[src/rtl/muldiv_pkg.sv]
// rtl/muldiv_pkg.sv - shared op encodings, FSM states and op decode helpers for muldiv_unit
//
// Purpose : common types for the multiply/divide unit and its divider core.
// Contents: op_e    - operation encoding driven on muldiv_unit.op
//           state_e - control FSM states of muldiv_unit
//           op_is_div / op_is_signed - decode helpers used by both modules
package muldiv_pkg;

   typedef enum logic [1:0] {
      OP_MULT  = 2'b00,
      OP_MULTU = 2'b01,
      OP_DIV   = 2'b10,
      OP_DIVU  = 2'b11
   } op_e;

   typedef enum logic [1:0] {
      ST_IDLE = 2'b00,
      ST_MUL  = 2'b01,
      ST_DIV  = 2'b10,
      ST_FIX  = 2'b11
   } state_e;

   // op[1] selects the divider, op[0] selects unsigned arithmetic
   function automatic logic op_is_div(input op_e o);
      return o[1];
   endfunction

   function automatic logic op_is_signed(input op_e o);
      return ~o[0];
   endfunction

endpackage

[src/rtl/muldiv_divcore.sv]
// rtl/muldiv_divcore.sv - iterative radix-2 restoring divider with sign fix-up
//
// Purpose : computes quotient/remainder one bit per step on magnitudes,
//           then restores signs combinationally (quotient truncates toward
//           zero, remainder follows the dividend).
// Ports   : clk, rst       - clock, asynchronous active-low reset
//           load           - capture dividend/divisor/op and clear the counter
//           step           - perform one quotient-bit iteration
//           op             - operation (only signedness is used here)
//           dividend       - numerator, sampled on load
//           divisor        - denominator, sampled on load (must be non-zero)
//           last           - high during the step that produces the final bit
//           quotient       - sign-corrected quotient
//           remainder      - sign-corrected remainder
module muldiv_divcore
   import muldiv_pkg::*;
#(
   parameter int WIDTH = 32
)(
   input  logic             clk,
   input  logic             rst,
   input  logic             load,
   input  logic             step,
   input  op_e              op,
   input  logic [WIDTH-1:0] dividend,
   input  logic [WIDTH-1:0] divisor,
   output logic             last,
   output logic [WIDTH-1:0] quotient,
   output logic [WIDTH-1:0] remainder
);

   localparam int CW = $clog2(WIDTH);
   localparam logic [CW-1:0] LAST_CNT = CW'(WIDTH - 1);

   logic [WIDTH-1:0] rem_q;
   logic [WIDTH-1:0] quo_q;
   logic [WIDTH-1:0] dvs_q;
   logic             neg_quo;
   logic             neg_rem;
   logic [CW-1:0]    cnt;

   logic             sgn;
   logic [WIDTH-1:0] abs_a;
   logic [WIDTH-1:0] abs_b;
   logic [WIDTH:0]   shifted;
   logic [WIDTH:0]   diff;

   assign sgn   = op_is_signed(op);
   // The most negative dividend maps to 2^(WIDTH-1) as an unsigned magnitude,
   // which lets MIN / -1 fall out as quotient MIN, remainder 0 after the fix-up.
   assign abs_a = (sgn && dividend[WIDTH-1]) ? -dividend : dividend;
   assign abs_b = (sgn && divisor[WIDTH-1])  ? -divisor  : divisor;

   // quo_q doubles as the dividend shift register: its MSB feeds the
   // partial remainder while quotient bits enter from the LSB.
   assign shifted = {rem_q, quo_q[WIDTH-1]};
   assign diff    = shifted - {1'b0, dvs_q};

   always_ff @(posedge clk or negedge rst) begin
      if (!rst) begin
         rem_q   <= '0;
         quo_q   <= '0;
         dvs_q   <= '0;
         neg_quo <= 1'b0;
         neg_rem <= 1'b0;
         cnt     <= '0;
      end else if (load) begin
         rem_q   <= '0;
         quo_q   <= abs_a;
         dvs_q   <= abs_b;
         neg_quo <= sgn & (dividend[WIDTH-1] ^ divisor[WIDTH-1]);
         neg_rem <= sgn & dividend[WIDTH-1];
         cnt     <= '0;
      end else if (step) begin
         if (!diff[WIDTH]) begin
            rem_q <= diff[WIDTH-1:0];
            quo_q <= {quo_q[WIDTH-2:0], 1'b1};
         end else begin
            rem_q <= shifted[WIDTH-1:0];
            quo_q <= {quo_q[WIDTH-2:0], 1'b0};
         end
         cnt <= cnt + 1'b1;
      end
   end

   assign last      = step && (cnt == LAST_CNT);
   assign quotient  = neg_quo ? -quo_q : quo_q;
   assign remainder = neg_rem ? -rem_q : rem_q;

endmodule

[src/rtl/muldiv_unit.sv]
// rtl/muldiv_unit.sv - HI/LO multiply/divide unit with fixed-latency multiply and iterative divide
//
// Purpose : executes MULT/MULTU/DIV/DIVU into the architectural HI/LO pair,
//           supports direct MTHI/MTLO writes and pipeline annul.
// Ports   : clk, rst        - clock, asynchronous active-low reset
//           start, op, a, b - operation request, sampled while not busy
//           annul           - cancel any in-flight operation
//           hi_we, lo_we    - direct write of wdata into HI / LO
//           wdata           - direct-write data
//           busy            - operation in flight
//           done            - one-cycle pulse when a result commits
//           dbz             - qualifies done: divide with zero divisor
//           hi, lo          - architectural HI / LO registers
module muldiv_unit
   import muldiv_pkg::*;
#(
   parameter int WIDTH       = 32,
   parameter int MUL_LATENCY = 2
)(
   input  logic             clk,
   input  logic             rst,
   input  logic             start,
   input  logic [1:0]       op,
   input  logic [WIDTH-1:0] a,
   input  logic [WIDTH-1:0] b,
   input  logic             annul,
   input  logic             hi_we,
   input  logic             lo_we,
   input  logic [WIDTH-1:0] wdata,
   output logic             busy,
   output logic             done,
   output logic             dbz,
   output logic [WIDTH-1:0] hi,
   output logic [WIDTH-1:0] lo
);

   localparam logic [1:0] MUL_LAST = 2'(MUL_LATENCY - 1);

   state_e             state;
   op_e                op_in;
   logic [WIDTH-1:0]   a_q;
   logic [WIDTH-1:0]   b_q;
   logic               mul_signed;
   logic               dbz_pend;
   logic [1:0]         mul_cnt;

   logic [2*WIDTH-1:0] ext_a;
   logic [2*WIDTH-1:0] ext_b;
   logic [2*WIDTH-1:0] product;

   logic               div_load;
   logic               div_step;
   logic               div_last;
   logic [WIDTH-1:0]   div_quo;
   logic [WIDTH-1:0]   div_rem;

   assign op_in = op_e'(op);

   // Sign- or zero-extend to double width; the low 2*WIDTH bits of the
   // modular product are then the correct signed or unsigned result.
   assign ext_a   = {{WIDTH{mul_signed & a_q[WIDTH-1]}}, a_q};
   assign ext_b   = {{WIDTH{mul_signed & b_q[WIDTH-1]}}, b_q};
   assign product = ext_a * ext_b;

   assign div_load = (state == ST_IDLE) && start && !annul && op_is_div(op_in);
   assign div_step = (state == ST_DIV);

   muldiv_divcore #(
      .WIDTH (WIDTH)
   ) u_divcore (
      .clk       (clk),
      .rst       (rst),
      .load      (div_load),
      .step      (div_step),
      .op        (op_in),
      .dividend  (a),
      .divisor   (b),
      .last      (div_last),
      .quotient  (div_quo),
      .remainder (div_rem)
   );

   always_ff @(posedge clk or negedge rst) begin
      if (!rst) begin
         state      <= ST_IDLE;
         busy       <= 1'b0;
         done       <= 1'b0;
         dbz        <= 1'b0;
         hi         <= '0;
         lo         <= '0;
         a_q        <= '0;
         b_q        <= '0;
         mul_signed <= 1'b0;
         dbz_pend   <= 1'b0;
         mul_cnt    <= '0;
      end else begin
         done <= 1'b0;
         dbz  <= 1'b0;

         // Direct writes go first so a same-edge result commit below overrides them.
         if (hi_we) hi <= wdata;
         if (lo_we) lo <= wdata;

         if (annul) begin
            state <= ST_IDLE;
            busy  <= 1'b0;
         end else begin
            case (state)
               ST_IDLE: begin
                  if (start) begin
                     a_q        <= a;
                     b_q        <= b;
                     mul_signed <= op_is_signed(op_in);
                     mul_cnt    <= '0;
                     busy       <= 1'b1;
                     if (!op_is_div(op_in)) begin
                        state <= ST_MUL;
                     end else if (b == '0) begin
                        // Zero divisor: bypass the iterations, report through FIX.
                        dbz_pend <= 1'b1;
                        state    <= ST_FIX;
                     end else begin
                        dbz_pend <= 1'b0;
                        state    <= ST_DIV;
                     end
                  end
               end
               ST_MUL: begin
                  if (mul_cnt == MUL_LAST) begin
                     hi    <= product[2*WIDTH-1:WIDTH];
                     lo    <= product[WIDTH-1:0];
                     done  <= 1'b1;
                     busy  <= 1'b0;
                     state <= ST_IDLE;
                  end else begin
                     mul_cnt <= mul_cnt + 2'd1;
                  end
               end
               ST_DIV: begin
                  if (div_last) state <= ST_FIX;
               end
               ST_FIX: begin
                  if (!dbz_pend) begin
                     hi <= div_rem;
                     lo <= div_quo;
                  end
                  done  <= 1'b1;
                  dbz   <= dbz_pend;
                  busy  <= 1'b0;
                  state <= ST_IDLE;
               end
               default: begin
                  state <= ST_IDLE;
                  busy  <= 1'b0;
               end
            endcase
         end
      end
   end

endmodule

[config.mk]
export PLATFORM = sky130hd
export DESIGN_NAME = muldiv_unit
export DESIGN_NICKNAME = d
export VERILOG_FILES = /design/src/rtl/muldiv_pkg.sv /design/src/rtl/muldiv_divcore.sv /design/src/rtl/muldiv_unit.sv
export SDC_FILE = /design/constraint.sdc
export NUM_CORES = 2
export LEC_CHECK = 0
export ABC_CLOCK_PERIOD_IN_PS = 8550
export BUFFER_PORTS_ARGS = -buffer_cell sky130_fd_sc_hd__clkbuf_2
export CAP_MARGIN = 5
export CORE_AREA = 2 2 347 349
export CTS_CLUSTER_DIAMETER = 50
export CTS_CLUSTER_SIZE = 40
export DETAILED_ROUTE_END_ITERATION = 8
export DIE_AREA = 0 0 349 351
export PLACE_DENSITY = 0.67
export REMOVE_ABC_BUFFERS = 1
export SLEW_MARGIN = 10
export SYNTH_ARGS = -nofsm -noshare
export SYNTH_HDL_FRONTEND = slang
export SYNTH_HIERARCHICAL = 1
export SYNTH_SLANG_ARGS = --single-unit
[constraint.sdc]
create_clock -name clk -period 8.55 [get_ports clk]
set_input_delay 1.71 -clock clk [delete_from_list [all_inputs] [get_ports clk]]
set_output_delay 1.71 -clock clk [all_outputs]
set_load 0.01 [all_outputs]
==> flow_summary.yaml <==
sta:
  worstMarginPinSlew_ns: 1.16
  hold_violations: 0
  max_freq_mhz: 121
  timing.final.crit_period_ns: 8.28
  period_share_pct: 96.9
  skew_ns: 0.0650
  setup_violations: 0
  rsz0062_at_grt: "false"
  timing.final.ws_setup_ns: 0.268
  slew_headroom_pct: 22.6
  drv_slew: 0
clock_tree:
  clk_latency_ns: 0.60
  cts_tree: "built"
  cts-root-buf: "clkbuf_16"
  cts_made_buffers: 38
  clockBufferDepth: 3
  cts_sinks: 240
  path_clk_slew_ns: 0.08
  hold_buffers: 0
  htreeDepth: 2
global_routing:
  grt_max_degree: 149
  grt_overflow_total: 0
  grtUsageTotal_pct: 26.3
  grt_pass1_vias: 43100
  grt_pass1_wl_um: 249000
  antenna_found_initial: 10
floorplanning:
  die_w_um: 349
  ios: 171
  die_y_um: 351
  start_util_pct: 44.7
  die_area_um2: 122000
  coreArea_um2: 119000
  row_count: 127
outcome:
  outcome: "finished clean"
synth:
  syn-instance-count: 5806
  ys_ff_latch: 240
  synth_edf_count: 0
  yosysWarnings: 6
  yosysMostFrequentCell: "inv_1"
  synth.distinct_cells: 96
  synthTopCellsByCount: "inv_1, fa_1, nand2_1"
  avgSynthCellArea_um2: 9.16
  yosys.area.top_type_share_pct: 42.4
  yosysSeqAreaShare_pct: 11.3
  yosys.area.top_type: "fa_1"
  yosys_most_used_dff: "dfrtp_1"
  synthTopCellsByArea: "fa_1, dfrtp_1, inv_1, nand2_1, ha_1"
  async_reset_ff_share_pct: 100
  syn_area_um2: 53200
flow_run:
  drv_cap: 0
route:
  dr.pass1.iters: 6
  wl_per_cell_um: 21.1
  antenna_left: 0
  drc: 0
  detailroute.via_count: 40800
  drt_iter0_drc: 3127
  routed_wl_um: 157000
  vias_per_cell: 5.50
worst_setup_path:
  critical_path.max_fanout: 16
  worstSetupStartpointType: "flip-flop"
  arrival_ns: 8.71
  path_buf_inv: 6
  crit_path_end_kind: "flip-flop"
  cp.required_ns: 8.98
  reg2reg_from: "a_q[10]"
  cp_top_family: "adder cells"
  crit_path_top_delay_cell: "dfrtp_1"
  path_common_cell: "fa_1"
  critPathKind: "flip-flop to flip-flop"
  cp-startpoint: "a_q[10]"
  max_stage_delay_ns: 0.84
layout:
  multi_input_area_um2: 41500
  fillers: 11100
  drive_gt1_share_pct: 9.15
  seqCellArea_um2: 6020
  nNetsFinal: 7312
  syn2layout_area_growth_pct: 8.00
min_path:
  worstHoldPathType: "flip-flop to flip-flop"
  holdCritStartpoint: "u_divcore/dvs_q[3]"
place:
  numPortBuffers: 170
  dp_slack_ns: 0.0382
  place_congestion: 0.966
  dp_hpwl_um: 129000
==> worst min-delay path, cell delays in order, from the launching register on <==
cell and delay (ns):
dfrtp_1 0.34, nor2_1 0.05, a21oi_1 0.10
==> stage by stage <==
stage	TNS [ns]	area, µm²	utilization, %	std cells	hold slack (ns)
after global placement	0	56000	47.0	7334	0.507
final	0	57400	48.2	7417	0.531
after detailed placement	0	56000	47.0	7334	0.516
after global routing	0	57400	48.2	7414	0.549
after CTS	0	57300	48.2	7404	0.531
after floorplan	-444.72	51900	-	5475	0.485
==> repair_timing <==
item	4_1_cts	5_1_grt
endpoints found under the setup margin	0	10
resized for setup	0	17
endpoints found under the hold margin	0	0
setup buffers	0	5
==> final timing paths <==
path	slack [ns]	end	cells after the start
setup / recovery	0.27	hi[25]	25
hold / removal	0.53	u_divcore/dvs_q[3]	2
setup reg to reg	0.27	hi[25]	25
hold reg to reg	0.53	u_divcore/dvs_q[3]	2
max in group asynchronous	5.88	a_q[5]	2
min in group asynchronous	1.16	u_divcore/rem_q[22]	1
==> state kept, by name (all words and copies together), names as in the netlist, 2 cells and up <==
register / cells
a_q: 32
b_q: 32
hi: 32
lo: 32
u_divcore/dvs_q: 32
u_divcore/quo_q: 32
u_divcore/rem_q: 32
u_divcore/cnt: 5
mul_cnt: 2
state: 2
==> cells in the final DEF, fill, tap and decap left out, types with 22 or more instances in the layout <==
cell and count:
buf_4 128, mux2_2 70, nand4_1 23, a22oi_1 37
dfrtp_1 229, o21ai_0 122, clkbuf_16 39, and2_1 350
a21oi_1 149, nor2_1 205, a21o_1 44, xnor2_1 162
a211oi_1 42, fa_1 1125, nand2_1 855, o22ai_1 44
nand3_1 25, mux2i_1 122, and3_1 28, inv_1 1186
nor3_1 34, nand2b_1 22, ha_1 251, xor2_1 60
clkbuf_2 169, o221ai_1 23, o31ai_1 24
==> final cells by class <==
type | count | share of cell area, %
diodes | 8 | 0.0349
well taps | 1548 | 3.37
multi-input cells | 4048 | 72.2
inverters | 1187 | 7.77
repair buffers | 316 | 3.79
clock inverters | 30 | 0.595
clock buffers | 40 | 1.72
flip-flops and latches | 240 | 10.5
==> kinds of logic (layout without fill, tap and decap cells) <==
| kind of cell | after synthesis | count (layout) | share of synthesized area [%] |
|---|---|---|---|
| xor gates and xnor gates | 223 | 223 | 3.69 |
| other | 0 | 8 | 0 |
| and+or+nand+nor | 1637 | 1637 | 14.3 |
| buffers and inverters | 1518 | 1573 | 10.8 |
| AOI/OAI and AO/OA | 619 | 619 | 7.86 |
| DFF | 240 | 240 | 11.3 |
| adders and majority gates | 1377 | 1377 | 48.3 |
| muxes | 192 | 192 | 3.78 |
==> per-layer routing <==
layer	global-route usage [%]	vias up	wire (µm)
met3	3.25	349	9980
met4	11.9	8	7990
li1	-	17700	-
met2	43.9	1479	76500
met5	0	-	57
met1	34.5	21200	62300
Power is left out: the tool's default activity adds up to more than one toggle a clock period on the data nets, which glitch-free logic cannot reach.
